`config.mk`:
```
export PLATFORM = sky130hd
export DESIGN_NAME = cmos_capture_rgb565
export DESIGN_NICKNAME = d
export VERILOG_FILES = /design/src/rtl/cmos_capture_rgb565.sv
export SDC_FILE = /design/constraint.sdc
export NUM_CORES = 1
export LEC_CHECK = 0
export BUFFER_PORTS_ARGS = -buffer_cell sky130_fd_sc_hd__buf_2
export CAP_MARGIN = 25
export CORE_MARGIN = 1
export CORE_UTILIZATION = 50
export CTS_BUF_LIST = sky130_fd_sc_hd__clkbuf_16
export DETAILED_ROUTE_END_ITERATION = 16
export MAX_ROUTING_LAYER = met4
export PLACE_DENSITY = 0.76
export SLEW_MARGIN = 0
export SYNTH_ARGS = -nofsm -noshare
export SYNTH_HDL_FRONTEND = slang
export SYNTH_SLANG_ARGS = --single-unit
```
`constraint.sdc`:
```
create_clock -name clk -period 2 [get_ports clk]
set_input_delay 0.1 -clock clk [delete_from_list [all_inputs] [get_ports clk]]
set_output_delay 0.1 -clock clk [all_outputs]
set_load 0.03 [all_outputs]
```
`src/rtl/cmos_capture_rgb565.sv`:
```
// ---------------------------------------------------------------------------
// cmos_capture_rgb565
//
// Capture stage between the OV5640 DVP pins and the per-camera vip stage.
// Pairs bytes from the sensor bus into RGB565 pixels (high byte first). It
// delays vsync/href so they line up with the pixel output. It discards the
// first WAIT_FRAME frames after capture_start rises. It also generates
// xpos/ypos for every emitted pixel.
//
// Ports
//   clk              in   camera pixel clock; all registers on its rising edge
//   rst_n            in   asynchronous active-low reset
//   capture_start    in   enable level, asynchronous to clk (synchronised here)
//   cam_vsync        in   sensor vsync, active high
//   cam_href         in   sensor href, active high
//   cam_data[7:0]    in   sensor data bus
//   cmos_frame_vsync out  vsync delayed 2 clk, forced low outside RUN
//   cmos_frame_href  out  href delayed 2 clk, forced low outside RUN
//   cmos_frame_valid out  one-cycle pulse per assembled pixel
//   cmos_frame_data  out  RGB565 pixel {byte0, byte1}; holds when idle
//   xpos[10:0]       out  pixel index within line (saturates at 2047)
//   ypos[10:0]       out  line index within frame (saturates at 2047)
//   pix_err          out  one-cycle pulse when a line ends on an odd byte
// ---------------------------------------------------------------------------
module cmos_capture_rgb565 #(
    parameter int WAIT_FRAME  = 10,
    parameter int SYNC_STAGES = 2
) (
    input  logic        clk,
    input  logic        rst_n,
    input  logic        capture_start,
    input  logic        cam_vsync,
    input  logic        cam_href,
    input  logic [7:0]  cam_data,
    output logic        cmos_frame_vsync,
    output logic        cmos_frame_href,
    output logic        cmos_frame_valid,
    output logic [15:0] cmos_frame_data,
    output logic [10:0] xpos,
    output logic [10:0] ypos,
    output logic        pix_err
);

    typedef enum logic [1:0] {
        ST_IDLE = 2'd0,
        ST_SKIP = 2'd1,
        ST_RUN  = 2'd2
    } state_t;

    localparam logic [10:0] POS_MAX = 11'd2047;

    logic [SYNC_STAGES-1:0] r_cs_sync;
    logic                   r_s1_vsync;
    logic                   r_s1_vsync_d;
    logic                   r_s1_href;
    logic [7:0]             r_s1_data;
    state_t                 r_state;
    logic [7:0]             r_frame_cnt;
    logic                   r_toggle;
    logic [7:0]             r_byte0;
    logic                   r_frame_vsync;
    logic                   r_frame_href;
    logic                   r_frame_valid;
    logic [15:0]            r_frame_data;
    logic [10:0]            r_xpos;
    logic [10:0]            r_ypos;
    logic                   r_pix_err;

    logic w_cs;
    logic w_vs_rise;
    logic w_last_skip;
    logic w_gate;
    logic w_pair;
    logic w_odd;
    logic w_href_next;
    logic w_vsync_next;

    assign w_cs      = r_cs_sync[SYNC_STAGES-1];
    assign w_vs_rise = r_s1_vsync & ~r_s1_vsync_d;

    // The vs_rise that completes the skip count enters RUN on the same edge,
    // so the gate already opens for that frame boundary.
    assign w_last_skip = (r_state == ST_SKIP) && w_vs_rise &&
                         (r_frame_cnt == 8'(WAIT_FRAME - 1));

    // Gate reflects the state being entered on this edge: outputs close on
    // the same edge that the FSM falls back to IDLE.
    assign w_gate = w_cs && ((r_state == ST_RUN) || w_last_skip);

    assign w_pair       = r_s1_href & r_toggle;
    // href already low but toggle still set: an unpaired byte is dropped.
    assign w_odd        = ~r_s1_href & r_toggle;
    assign w_href_next  = r_s1_href & w_gate;
    assign w_vsync_next = r_s1_vsync & w_gate;

    // capture_start synchroniser (the only clock-domain crossing).
    always_ff @(posedge clk or negedge rst_n) begin
        if (!rst_n) begin
            r_cs_sync <= '0;
        end else begin
            r_cs_sync <= {r_cs_sync[SYNC_STAGES-2:0], capture_start};
        end
    end

    // Input register stage.
    always_ff @(posedge clk or negedge rst_n) begin
        if (!rst_n) begin
            r_s1_vsync   <= 1'b0;
            r_s1_vsync_d <= 1'b0;
            r_s1_href    <= 1'b0;
            r_s1_data    <= 8'd0;
        end else begin
            r_s1_vsync   <= cam_vsync;
            r_s1_vsync_d <= r_s1_vsync;
            r_s1_href    <= cam_href;
            r_s1_data    <= cam_data;
        end
    end

    // Frame-skip FSM. A low cs wins over any other event.
    always_ff @(posedge clk or negedge rst_n) begin
        if (!rst_n) begin
            r_state     <= ST_IDLE;
            r_frame_cnt <= 8'd0;
        end else if (!w_cs) begin
            r_state     <= ST_IDLE;
            r_frame_cnt <= 8'd0;
        end else begin
            case (r_state)
                ST_IDLE: begin
                    r_frame_cnt <= 8'd0;
                    r_state     <= ST_SKIP;
                end
                ST_SKIP: begin
                    if (w_vs_rise) begin
                        r_frame_cnt <= 8'(r_frame_cnt + 8'd1);
                        if (w_last_skip) begin
                            r_state <= ST_RUN;
                        end
                    end
                end
                ST_RUN: begin
                    r_state <= ST_RUN;
                end
                default: begin
                    r_state <= ST_IDLE;
                end
            endcase
        end
    end

    // Byte pairing and aligned, gated outputs.
    always_ff @(posedge clk or negedge rst_n) begin
        if (!rst_n) begin
            r_toggle      <= 1'b0;
            r_byte0       <= 8'd0;
            r_frame_vsync <= 1'b0;
            r_frame_href  <= 1'b0;
            r_frame_valid <= 1'b0;
            r_frame_data  <= 16'd0;
            r_pix_err     <= 1'b0;
        end else begin
            r_toggle <= r_s1_href ? ~r_toggle : 1'b0;
            if (r_s1_href && !r_toggle) begin
                r_byte0 <= r_s1_data;
            end
            r_frame_vsync <= w_vsync_next;
            r_frame_href  <= w_href_next;
            r_frame_valid <= w_pair & w_gate;
            if (w_pair && w_gate) begin
                r_frame_data <= {r_byte0, r_s1_data};
            end
            r_pix_err <= w_odd & w_gate;
        end
    end

    // Position counters; both held at 0 whenever the gate is closed.
    always_ff @(posedge clk or negedge rst_n) begin
        if (!rst_n) begin
            r_xpos <= 11'd0;
            r_ypos <= 11'd0;
        end else if (!w_gate) begin
            r_xpos <= 11'd0;
            r_ypos <= 11'd0;
        end else begin
            if (r_frame_href && !w_href_next) begin
                r_xpos <= 11'd0;
                if (r_ypos != POS_MAX) begin
                    r_ypos <= r_ypos + 11'd1;
                end
            end else if (r_frame_valid && (r_xpos != POS_MAX)) begin
                r_xpos <= r_xpos + 11'd1;
            end
            // Frame start overrides a coincident line end.
            if (!r_frame_vsync && w_vsync_next) begin
                r_ypos <= 11'd0;
            end
        end
    end

    assign cmos_frame_vsync = r_frame_vsync;
    assign cmos_frame_href  = r_frame_href;
    assign cmos_frame_valid = r_frame_valid;
    assign cmos_frame_data  = r_frame_data;
    assign xpos             = r_xpos;
    assign ypos             = r_ypos;
    assign pix_err          = r_pix_err;

endmodule

```
-- Yosys cells after proc, flatten, opt, wreduce, memory -nomap -nowiden
Index checks and enable logic that the tools add are counted.
- register bits after elaboration: 74
- input port bits: 13
- output and inout port bits: 42
- $add $sub $neg: 3
- eq/ne operators: 11
- multiplexer cells: 15
- bitwise logic cells: 10
- reductions and logical operators: 16
- operators with widths (cell ; count):
    2-to-1 mux 11 bit ; 7
    adder 11 x 1 -> 11 bit (second input constant) ; 2
    != test 11 bit (second input constant) ; 2
    2-to-1 mux 8 bit ; 2
    one-hot mux 8 bit (2 select lines) ; 1
    != test 3 x 1 -> 1 bit (second input constant) ; 4
    adder 8 x 1 -> 8 bit (second input constant) ; 1
    equality test 8 x 4 -> 1 bit (second input constant) ; 1
    logical AND 1 bit ; 8
    bitwise AND 1 bit ; 7
    2-to-1 mux 2 bit ; 3
    != test 3 bit (second input constant) ; 2
    one-hot mux 2 bit (3 select lines) ; 1
    AND reduction 2 bit ; 3
    logical NOT 1 bit ; 3
    inverter 1 bit ; 3
    equality test 2 x 1 -> 1 bit (second input constant) ; 1
    equality test 2 bit (second input constant) ; 1
    logical NOT 2 bit ; 1
    logical OR 1 bit ; 1
    2-to-1 mux 1 bit ; 1

-- Longest topological paths before layout
Gate-level depths: netlist of run 1.
- word-level depth: 12
- depth in mapped cells: 10

-- Worst setup path after synthesis of run 1
No wires, ideal clock.
- path kind: flip-flop to flip-flop
- from: reg r_state[1]
- to: reg r_frame_data[10], in the netlist cmos_frame_data[10]
- setup time: 0.125 ns
- data arrival time: 1.977 ns
- data required time: 1.875 ns
- slack: -0.102 ns
- stages on the path, launching flop included: 11
- buffers on the path: 3
- cells stage by stage: dfrtp_1 > inv_1 > ha_1 > and3b_1 > buf_6 > a41oi_4 > nor2b_4 > and3_4 > buf_8 > buf_12 > mux2_4
- word-level cells in the longest chain between the ends: 6
- elaborated cells on any way between the ends: 7
- RTL lines (element ; RTL line ; source):
    start, declared ; 57 ; state_t r_state;
    start signal, assigned ; 123 ; r_state <= ST_IDLE;
    start signal, assigned ; 126 ; r_state <= ST_IDLE;
    start signal, assigned ; 132 ; r_state <= ST_SKIP;
    equality test 2 x 1 -> 1 bit ; 83 ; assign w_last_skip = (r_state == ST_SKIP) && w_vs_rise &&
    logical AND 1 bit (2 in a row) ; 83 ;
    logical OR 1 bit * ; 88 ; assign w_gate = w_cs && ((r_state == ST_RUN) || w_last_skip);
    logical AND 1 bit * ; 88 ;
    logical AND 1 bit * ; 170 ; if (w_pair && w_gate) begin
    end signal, assigned ; 171 ; r_frame_data <= {r_byte0, r_s1_data};
    end, declared ; 64 ; logic [15:0] r_frame_data;
Every way passes the cells marked *; elsewhere a longest branch is shown, timed or not.
A chain may end at the register's enable or synchronous reset.

-- Final worst setup path of run 1
- from: reg r_state[1]
- to: reg r_frame_data[5], in the netlist cmos_frame_data[5]
Same word-level chain as after synthesis.

==> metrics, run 1 <==
outcome finished clean; TritonCTS clock tree yes; H-tree depth reported by CTS 3; die area 6760 um2; first-pass GRT wire length 9.82 mm; Worst Tran Pin Value 421 ps; Total Power 4380 uW; Critical path buffers and inverters 2; nature of the critical path endpoint register; Synth top area share 57.6%; fmax 0.514 GHz; Core ar. 6060 um2; dominant synthesized flop cell dfrtp_1; antenna cells 0; endpoints failing setup 0; Seq pwr share 40.5%; CTS Sinks 74; CTS Buf Count 9; synthesized cell area 3220 um2; WHS 321 ps; P_sw 1310 uW; count of cell types in the netlist 45; drt total wl 6.18 mm; FP Rows 28; Synth Area per Inst 12.7 um2; sw frac 29.9%; drt wl/cell 14.6 um; later-pin clock latency in the skew report 330 ps; Detailed Routing Iterations Pass 1 4; power share of the clock group 37.7%; Hold Crit Class primary input to asynchronous set/reset pin; Synth top cells by count dfrtp_1 (74), nor2_1 (22), mux2_2 (16); DR vias/cell 5.30; PD cells 1060 nW/um2; FF+latch count, synth 74; fin nets 362; grt ovf 0; final setup TNS 0 ps; cell with the most instances after synthesis dfrtp_1; Required @ worst endpoint 2210 ps; area grow syn2layout 28.9%; Met2 Wirelength 3.03 mm; number of global-route vias before repair 2174; Crit path largest cell delay 380 ps; internal power 3070 uW; largest net degree at the start of global routing 75; FILL cells 423; DR DRC count 0; layout cells sized above 1 36.9%; worst r2r src r_state[1]$_DFFE_PN0P_; Crit Path Max Fanout 8; YS warnings 0; cell family with most CP delay simple AND/OR/NAND/NOR gates; placed inst area 3610 um2; Post-synth EDFFs 0; Final Util 68.4%; crit path DAT 2160 ps; Highest Signal Layer met4; period utilization 97.3%; met1 wire length 2.83 mm; relative slew slack 71.9%; Peak VDD IR 0.763 mV; Pleak 0.00196 uW; Async SR Flop Fraction 100%; DIE HEIGHT 82.2 um; dominant cells by area after synthesis dfrtp_1 (58%), mux2_2 (5.6%), mux2_4 (4.2%); sequential element share of the synthesized area 57.6%; crit path kind register to register; Synth area leader dfrtp_1; GPL Wtd Cong 0.802; CP Launch Type register; boundary pin count 55; count of final hold-check violations 0; clk root buf clkbuf_16; Comb power frac 21.7%; worst-case clock buffer depth 2; metal3 WL 233 um; number of antenna violations at the first check in global routing 0; Setup crit start r_state[1]$_DFFE_PN0P_; clock skew 11.4 ps; Max-Cap Viols 0; min cycle time layout 1950 ps; Final Cell Area 4150 um2; critical path, cell by cell inv_2, ha_2, and3b_2, a41oi_4, nor2b_4, and3_4, buf_12, mux2_2; CP max stage cell dfrtp_1; RSZ-0062 raised after global routing true; port bufs 54; Via Count 2238; CTS clk-pin slew, worst paths 60 ps; HPWL after DPL 3.96 mm; Mapped Nets 274; max-slew violation count 0; antenna viol nets, final 0; Syn Inst Count 254; chip width 82.2 um; total track usage 20.4%; starting density of the core 53.1%; initial DRC count 82
[layout make-up]
type                       count  area (um2)  area share (%)
clock inverter                 7        83.8            2.02
sequential                    74        1850            44.7
clock buffer                   9         225            5.43
inverter                       5        18.8           0.453
tap                           75        93.8            2.26
multi-input combinational    167        1300            31.3
timing repair buffer          85         574            13.9
[sequential cells by signal, indices dropped and copies added (netlist names)]
register,flops
cmos_frame_data,16
xpos,11
ypos,11
r_byte0,8
r_frame_cnt,8
r_s1_data,8
r_cs_sync,2
r_state,2
cmos_frame_href,1
cmos_frame_valid,1
cmos_frame_vsync,1
pix_err,1
r_s1_href,1
r_s1_vsync,1
r_s1_vsync_d,1
r_toggle,1
[per-stage QoR]
step                instances  setup WS [ps]
CTS                       417           28.6
global placement          386           29.9
floorplan                 254          -56.8
detailed placement        386          -8.21
global route              422          -17.1
finish                    422           54.3
[worst register-to-register path: stages, from the launching register on]
cell	delay [ps]
dfrtp_1	380
inv_2	70
ha_2	170
and3b_2	220
a41oi_4	130
nor2b_4	140
and3_4	240
buf_12	140
mux2_2	330
[cells in the final DEF, fill, tap and decap left out, types with 2 or more instances in the layout]
cell and n:
o21ai_0 7, mux2_2 16, dfrtp_1 74, ha_1 6
nand3_1 10, clkbuf_16 9, dlygate4sd3_1 12, buf_4 15
nor2b_1 5, mux2_4 9, nor2_1 22, and3b_2 2
inv_6 3, buf_2 54, nand2b_1 3, mux2i_1 4
buf_12 3, inv_1 4, xnor2_1 5, and3_2 2
and4_1 6, a211oi_1 3, and3_1 4, and2_1 2
or3_1 5, nand4_1 5, xor2_1 10, nand2_1 13
a21oi_1 10
[repair_timing]
action,in CTS,in global routing
setup endpoints to repair,11,19
hold buffers,12,0
endpoints found under the hold margin,85,0
buffers inserted,3,5
resized for setup,2,3
[power by group through the flow]
| stage | clock network, uW | registers, uW | logic (uW) |
|---|---|---|---|
| final | 1650 | 1780 | 952 |
| after global routing | 1750 | 1800 | 1010 |
| after CTS | 1680 | 1780 | 928 |
| after detailed placement | 0 | 1800 | 895 |
| after global placement | 0 | 1800 | 872 |
| after floorplan | 0 | 2020 | 382 |
[worst paths after layout]
check                      cells after the start  slack, ps                             end
max                                            8         50  cmos_frame_data[5]$_DFFE_PN0P_
min reg2reg                                    0        370          r_cs_sync[1]$_DFF_PN0_
max in group asynchronous                      3       1350          r_s1_vsync_d$_DFF_PN0_
min in group clk                               0        370          r_cs_sync[1]$_DFF_PN0_
min                                            3        320             xpos[7]$_DFFE_PN0P_
max reg2reg                                    8         50  cmos_frame_data[5]$_DFFE_PN0P_
[layer usage]
metal,track usage [%],vias to the layer above
met3,5.16,9
met4,8.60,0
li1,-,1074
met5,-,-
met1,24.8,1101
met2,32.6,54
[cell families after synthesis]
| family | count (synthesis) | share of synthesized area [%] |
|---|---|---|
| and+or+nand+nor | 87 | 15.6 |
| DFF | 74 | 57.6 |
| AOI/OAI and AO/OA | 29 | 6.30 |
| muxes | 29 | 11.0 |
| xor gates and xnor gates | 15 | 4.08 |
| buffers and inverters | 13 | 2.64 |
| adders and majority gates | 7 | 2.72 |
No activity file was read; power rests on OpenSTA's default activity.
==> run 2, diff against run 1 <==
- CORE_UTILIZATION: 50 -> 45
- CTS_CLUSTER_DIAMETER: not set -> 120
- PLACE_DENSITY: 0.76 -> 0.7
==> run 2 against run 1 <==
Sequential share of layout area decreased by 0.65 points. Cell count increased by 5.2%. Highest routed layer unchanged. Sequential power is essentially flat. Die area grew 11%. Largest power group unchanged. Register-to-register slack about the same. Combinational power is 2% higher. Routed wire length grew 5.6%. Largest cell class unchanged. Design area rose by 1.5%.
==> metrics, run 2 (synthesis gave the netlist of run 1 again) <==
outcome finished clean (unchanged); DIE HEIGHT 86.6 um (was 82.2 um); clk root buf clkbuf_16 (unchanged); grt ovf 0 (unchanged); relative slew slack 65.3% (was 71.9%); area grow syn2layout 30.8% (was 28.9%); final setup TNS 0 ps (unchanged); TritonCTS clock tree yes (unchanged); chip width 86.6 um (was 82.2 um); drt wl/cell 14.7 um (was 14.6 um); gr busiest metal met2 (unchanged); nature of the critical path endpoint register (unchanged); grt met2 use 31.2% (was 32.6%); min cycle time layout 1960 ps (was 1950 ps); Register Area 1850 um2 (unchanged); number of global-route vias before repair 2320 (was 2174); clock skew 8.79 ps (was 11.4 ps); die area 7490 um2 (was 6760 um2); CTS clk-pin slew, worst paths 60 ps (about the same); max-slew violation count 0 (unchanged); Detailed Routing Iterations Pass 1 5 (was 4); starting density of the core 47.1% (was 53.1%); Total Power 4380 uW (about the same); crit path kind register to register (unchanged); FP Rows 30 (was 28); H-tree depth reported by CTS 3 (unchanged); worst-case clock buffer depth 2 (unchanged); FILL cells 561 (was 423); crit path DAT 2230 ps (was 2160 ps); layout cells sized above 1 37.1% (was 36.9%); Max-Cap Viols 0 (unchanged); power share of the clock group 37.2% (was 37.7%); period utilization 98.0% (was 97.3%); CP Launch Type register (unchanged); number of antenna violations at the first check in global routing 0 (unchanged); Setup crit start r_state[0]$_DFFE_PN0P_ (was r_state[1]$_DFFE_PN0P_); most common cell after layout, fill and taps aside dfrtp_1 (unchanged); Peak VDD IR 0.732 mV (was 0.763 mV); DR DRC count 0 (unchanged); GPL Wtd Cong 0.798 (was 0.802); port bufs 54 (unchanged); Required @ worst endpoint 2270 ps (was 2210 ps); P_sw 1320 uW (was 1310 uW); total track usage 19.4% (was 20.4%); drt total wl 6.52 mm (was 6.18 mm); PD cells 1040 nW/um2 (was 1060 nW/um2); worst r2r src r_state[0]$_DFFE_PN0P_ (was r_state[1]$_DFFE_PN0P_); multi-input logic area 1340 um2 (was 1300 um2); initial DRC count 142 (was 82); Core ar. 6830 um2 (was 6060 um2); antenna cells 0 (unchanged); Seq pwr share 40.6% (was 40.5%); max FFs per register 16 (unchanged); first-pass GRT wire length 10.7 mm (was 9.82 mm); largest net degree at the start of global routing 41 (was 75); antenna viol nets, final 0 (unchanged); fmax 0.510 GHz (was 0.514 GHz); met1 usage 23.3% (was 24.8%); fin nets 363 (was 362); most frequent cells in the layout dfrtp_1 (74), buf_2 (53), nor2_1 (22) (was dfrtp_1 (74), buf_2 (54), nor2_1 (22)); sw frac 30.0% (was 29.9%); Crit Path Max Fanout 6 (was 8); Pleak 0.00196 uW (about the same); RSZ-0062 raised after global routing true (unchanged); CTS Sinks 74 (unchanged); Comb power frac 22.2% (was 21.7%); met3 GRT Util 5.90% (was 5.16%); count of final hold-check violations 0 (unchanged); boundary pin count 55 (unchanged); later-pin clock latency in the skew report 340 ps (was 330 ps); DR vias/cell 5.15 (was 5.30); Hold Crit Class primary input to asynchronous set/reset pin (unchanged); Worst Tran Pin Value 520 ps (was 421 ps); Via Count 2285 (was 2238); internal power 3070 uW (about the same); CTS Buf Count 9 (unchanged); endpoints failing setup 0 (unchanged); HPWL after DPL 4.22 mm (was 3.96 mm)
[run 2: cell count changes in the layout (fill, tap and decap cells not counted)]
cell       change
o2111ai_2      -1
mux2_2         -1
inv_8          -1
o2111ai_4      +1
a21oi_1        -1
clkinv_1       +1
clkinv_4       +1
buf_4          +1
a21oi_2        +1
mux2_4         +1
inv_6          -1
o211ai_4       +1
buf_2          -1
[run 2: worst max-delay path, cell delays in order (launching register included)]
cell and delay (ps):
dfrtp_1 410, ha_2 200, and3b_2 220, a41oi_4 220, buf_6 170, o211ai_4 100, or4_1 430, a21oi_1 150
[run 2: what timing repair did]
item,CTS,global route
setup buffers,0,2
endpoints found under the setup margin,3,13
pin swaps,0,3
cloned,0,1
resized for setup,1,8
hold endpoints to repair,49,0
hold buffers,12,0
[run 2: worst paths after layout]
path | slack [ps] | endpoint | cells past startpoint
min in group clk | 360 | r_cs_sync[1]$_DFF_PN0_ | 0
min | 290 | xpos[6]$_DFFE_PN0P_ | 2
max in group asynchronous | 1160 | cmos_frame_data[7]$_DFFE_PN0P_ | 3
max reg2reg | 40 | ypos[9]$_DFFE_PN0P_ | 7
max | 40 | ypos[9]$_DFFE_PN0P_ | 7
min reg2reg | 360 | r_cs_sync[1]$_DFF_PN0_ | 0
[run 2: routing by layer]
metal / vias to the layer above / part of all wire (%)
li1: 1078 / -
met1: 1125 / 44
met2: 68 / 50
met3: 14 / 4.3
met4: 0 / 1.9
met5: - / 0
[run 2: stage by stage]
step	util, %	instance area (um2)	setup WS [ps]	instances	hold slack [ps]
2_1_floorplan	-	3220	-56.8	254	-196
3_3_place_gp	54.3	3710	36.8	413	122
3_5_place_dp	54.3	3710	-42.4	413	123
4_1_cts	60.6	4140	16.8	441	310
5_1_grt	61.6	4210	-26.1	444	347
6_report	61.6	4210	40.2	444	293
[run 2: final cells by class]
class / instances / share of cell area (%)
inverters: 5 / 0.446
well taps: 96 / 2.85
clock inverters: 7 / 1.81
repair buffers: 85 / 13.7
flip-flops and latches: 74 / 44.0
clock buffers: 9 / 5.35
multi-input cells: 168 / 31.8
[run 2: power by group through the flow]
stage,clock (uW),combinational [uW],sequential [uW]
6_report,1630,972,1780
5_1_grt,1710,1050,1800
4_1_cts,1660,947,1780
3_5_place_dp,0,918,1800
3_3_place_gp,0,897,1790
2_1_floorplan,0,382,2020
==> run 3, diff against run 2 <==
- GPL_TIMING_DRIVEN: not set -> 0
==> run 3 against run 2 <==
The flow now finishes with violations (setup timing). Non-clock buffer count rose by 5. Utilization rose by 0.88 points. Critical path depth unchanged. Sequential cell count is the same. Clock power about the same. First-iteration DRC count shrank 43%. Setup slack got worse by 80 ps. Global-route usage increased by 0.55 points. Maximum frequency decreased by 3.9%. Cell count is 0.90% higher. Clock skew decreased by 1.3 ps. Clock-buffer cell count did not move. Critical path type unchanged.
==> metrics, run 3 (synthesis gave the netlist of run 1 again) <==
outcome finished with violations (was finished clean); failing checks setup timing; Crit Path Max Fanout 5 (was 6); max-slew violation count 0 (unchanged); drt total wl 6.43 mm (was 6.52 mm); most frequent cells in the layout dfrtp_1 (74), buf_2 (54), nor2_1 (22) (was dfrtp_1 (74), buf_2 (53), nor2_1 (22)); CTS clk-pin slew, worst paths 60 ps (about the same); CTS Sinks 74 (unchanged); H-tree depth reported by CTS 3 (unchanged); chip width 86.6 um (unchanged); relative slew slack 64.6% (was 65.3%); later-pin clock latency in the skew report 340 ps (about the same); area grow syn2layout 32.7% (was 30.8%); Peak VDD IR 0.655 mV (was 0.732 mV); HPWL after DPL 3.97 mm (was 4.22 mm); first-pass GRT wire length 10.7 mm (about the same); DR DRC count 0 (unchanged); Required @ worst endpoint 2220 ps (was 2270 ps); TritonCTS clock tree yes (unchanged); Crit path largest cell delay 420 ps (was 430 ps); CP Launch Type register (unchanged); setup ws final -39.8 ps (was 40.2 ps); period utilization 102% (was 98.0%); die area 7490 um2 (unchanged); crit path kind register to register (unchanged); Cell Count, Final, Fillers Out 448 (was 444); grt ovf 0 (unchanged); clock skew 7.46 ps (was 8.79 ps); total track usage 20.0% (was 19.4%); Max-Cap Viols 0 (unchanged); number of antenna violations at the first check in global routing 0 (unchanged); clk root buf clkbuf_16 (unchanged); count of final hold-check violations 0 (unchanged); DR vias/cell 5.00 (was 5.15); fmax 0.490 GHz (was 0.510 GHz); GPL Wtd Cong 0.810 (was 0.798); worst-case clock buffer depth 2 (unchanged); crit path DAT 2260 ps (was 2230 ps); fin nets 367 (was 363); drt wl/cell 14.3 um (was 14.7 um); Pleak 0.00199 uW (was 0.00196 uW); min cycle time layout 2040 ps (was 1960 ps); endpoints failing setup 11 (was 0); Seq pwr share 40.5% (was 40.6%); layout cells sized above 1 37.8% (was 37.1%); Most Frequent Cell on Critical Path buf_12; initial DRC count 81 (was 142); Critical path buffers and inverters 2 (was 1); nature of the critical path endpoint register (unchanged); Worst Tran Pin Value 531 ps (was 520 ps); largest net degree at the start of global routing 75 (was 41); boundary pin count 55 (unchanged); Via Count 2239 (was 2285); dpl cells 405 (was 413); CTS Buf Count 9 (unchanged); antenna viol nets, final 0 (unchanged); sw frac 29.9% (was 30.0%); Final Util 62.5% (was 61.6%); CP max stage cell dfrtp_1 (was or4_1); Comb power frac 22.5% (was 22.2%); max FFs per register 16 (unchanged); most common cell after layout, fill and taps aside dfrtp_1 (unchanged); P_sw 1310 uW (was 1320 uW); Detailed Routing Iterations Pass 1 6 (was 5); power share of the clock group 37.0% (was 37.2%); RSZ-0062 raised after global routing true (unchanged); critical path, cell by cell nor4b_4, a41oi_4, nor2b_4, and3_4, buf_12, buf_12, mux2_4 (was ha_2, and3b_2, a41oi_4, buf_6, o211ai_4, or4_1, a21oi_1); port bufs 54 (unchanged); Core ar. 6830 um2 (unchanged); DIE HEIGHT 86.6 um (unchanged); internal power 3080 uW (was 3070 uW); FP Rows 30 (unchanged); Hold Crit Class primary input to asynchronous set/reset pin (unchanged); starting density of the core 47.1% (unchanged); cell family with most CP delay simple AND/OR/NAND/NOR gates (unchanged); antenna cells 0 (unchanged); PD cells 1030 nW/um2 (was 1040 nW/um2); number of global-route vias before repair 2197 (was 2320); WHS 330 ps (was 293 ps)
==> run 3: through the flow <==
step	power [uW]	worst slack, ps	instance area (um2)	TNS, ps
2_1_floorplan	2400	-56.8	3220	-511
3_3_place_gp	2640	-191	3610	-2410
3_5_place_dp	2660	-242	3640	-3560
4_1_cts	4420	-114	4230	-797
5_1_grt	4600	-139	4270	-2100
6_report	4400	-39.8	4270	-342
==> run 3: power groups by stage <==
stage | Combinational [uW] | Clock, uW | Sequential (uW)
2_1_floorplan | 382 | 0 | 2020
6_report | 990 | 1630 | 1780
3_5_place_dp | 862 | 0 | 1800
4_1_cts | 988 | 1660 | 1780
3_3_place_gp | 838 | 0 | 1800
5_1_grt | 1070 | 1730 | 1800
==> run 3: area by class of cell <==
type	count	area, um2
Clock buffer	9	225
Sequential cell	74	1850
Tap cell	96	120
Inverter	5	18.8
Fill cell	558	2560
Timing Repair Buffer	85	586
Buffer	5	42.5
Clock inverter	7	75.1
Multi-Input combinational cell	167	1350
==> run 3: path summary, 6_finish.rpt <==
check,start,endpoint,slack [ps],cells past startpoint
max in group asynchronous,rst_n,r_state[1]$_DFFE_PN0P_,1380,3
min,rst_n,r_frame_cnt[6]$_DFFE_PN0P_,330,3
min in group clk,r_cs_sync[0]$_DFF_PN0_,r_cs_sync[1]$_DFF_PN0_,350,0
max reg2reg,r_frame_cnt[6]$_DFFE_PN0P_,cmos_frame_data[6]$_DFFE_PN0P_,-40,7
max,r_frame_cnt[6]$_DFFE_PN0P_,cmos_frame_data[6]$_DFFE_PN0P_,-40,7
min reg2reg,r_cs_sync[0]$_DFF_PN0_,r_cs_sync[1]$_DFF_PN0_,350,0
==> run 3: timing repair <==
| action | CTS | global route |
|---|---|---|
| cloned | 2 | 0 |
| gates resized for setup | 11 | 8 |
| setup endpoints to repair | 27 | 24 |
| hold endpoints to repair | 85 | 0 |
| setup buffers | 10 | 7 |
| pin swaps | 10 | 7 |
| hold buffers | 12 | 0 |
==> run 3: tightest hold or removal path: stages <==
cell and delay (ps):
dlygate4sd3_1 540, buf_4 130, buf_16 300
==> run 3: per-layer routing <==
layer  vias up  share of wire, %  global-route usage [%]
li1       1088                 -                       -
met1      1092                47                    25.5
met2        48                47                    29.9
met3        11               4.0                    5.24
met4         0               2.0                    9.09
met5         -                 0                       -
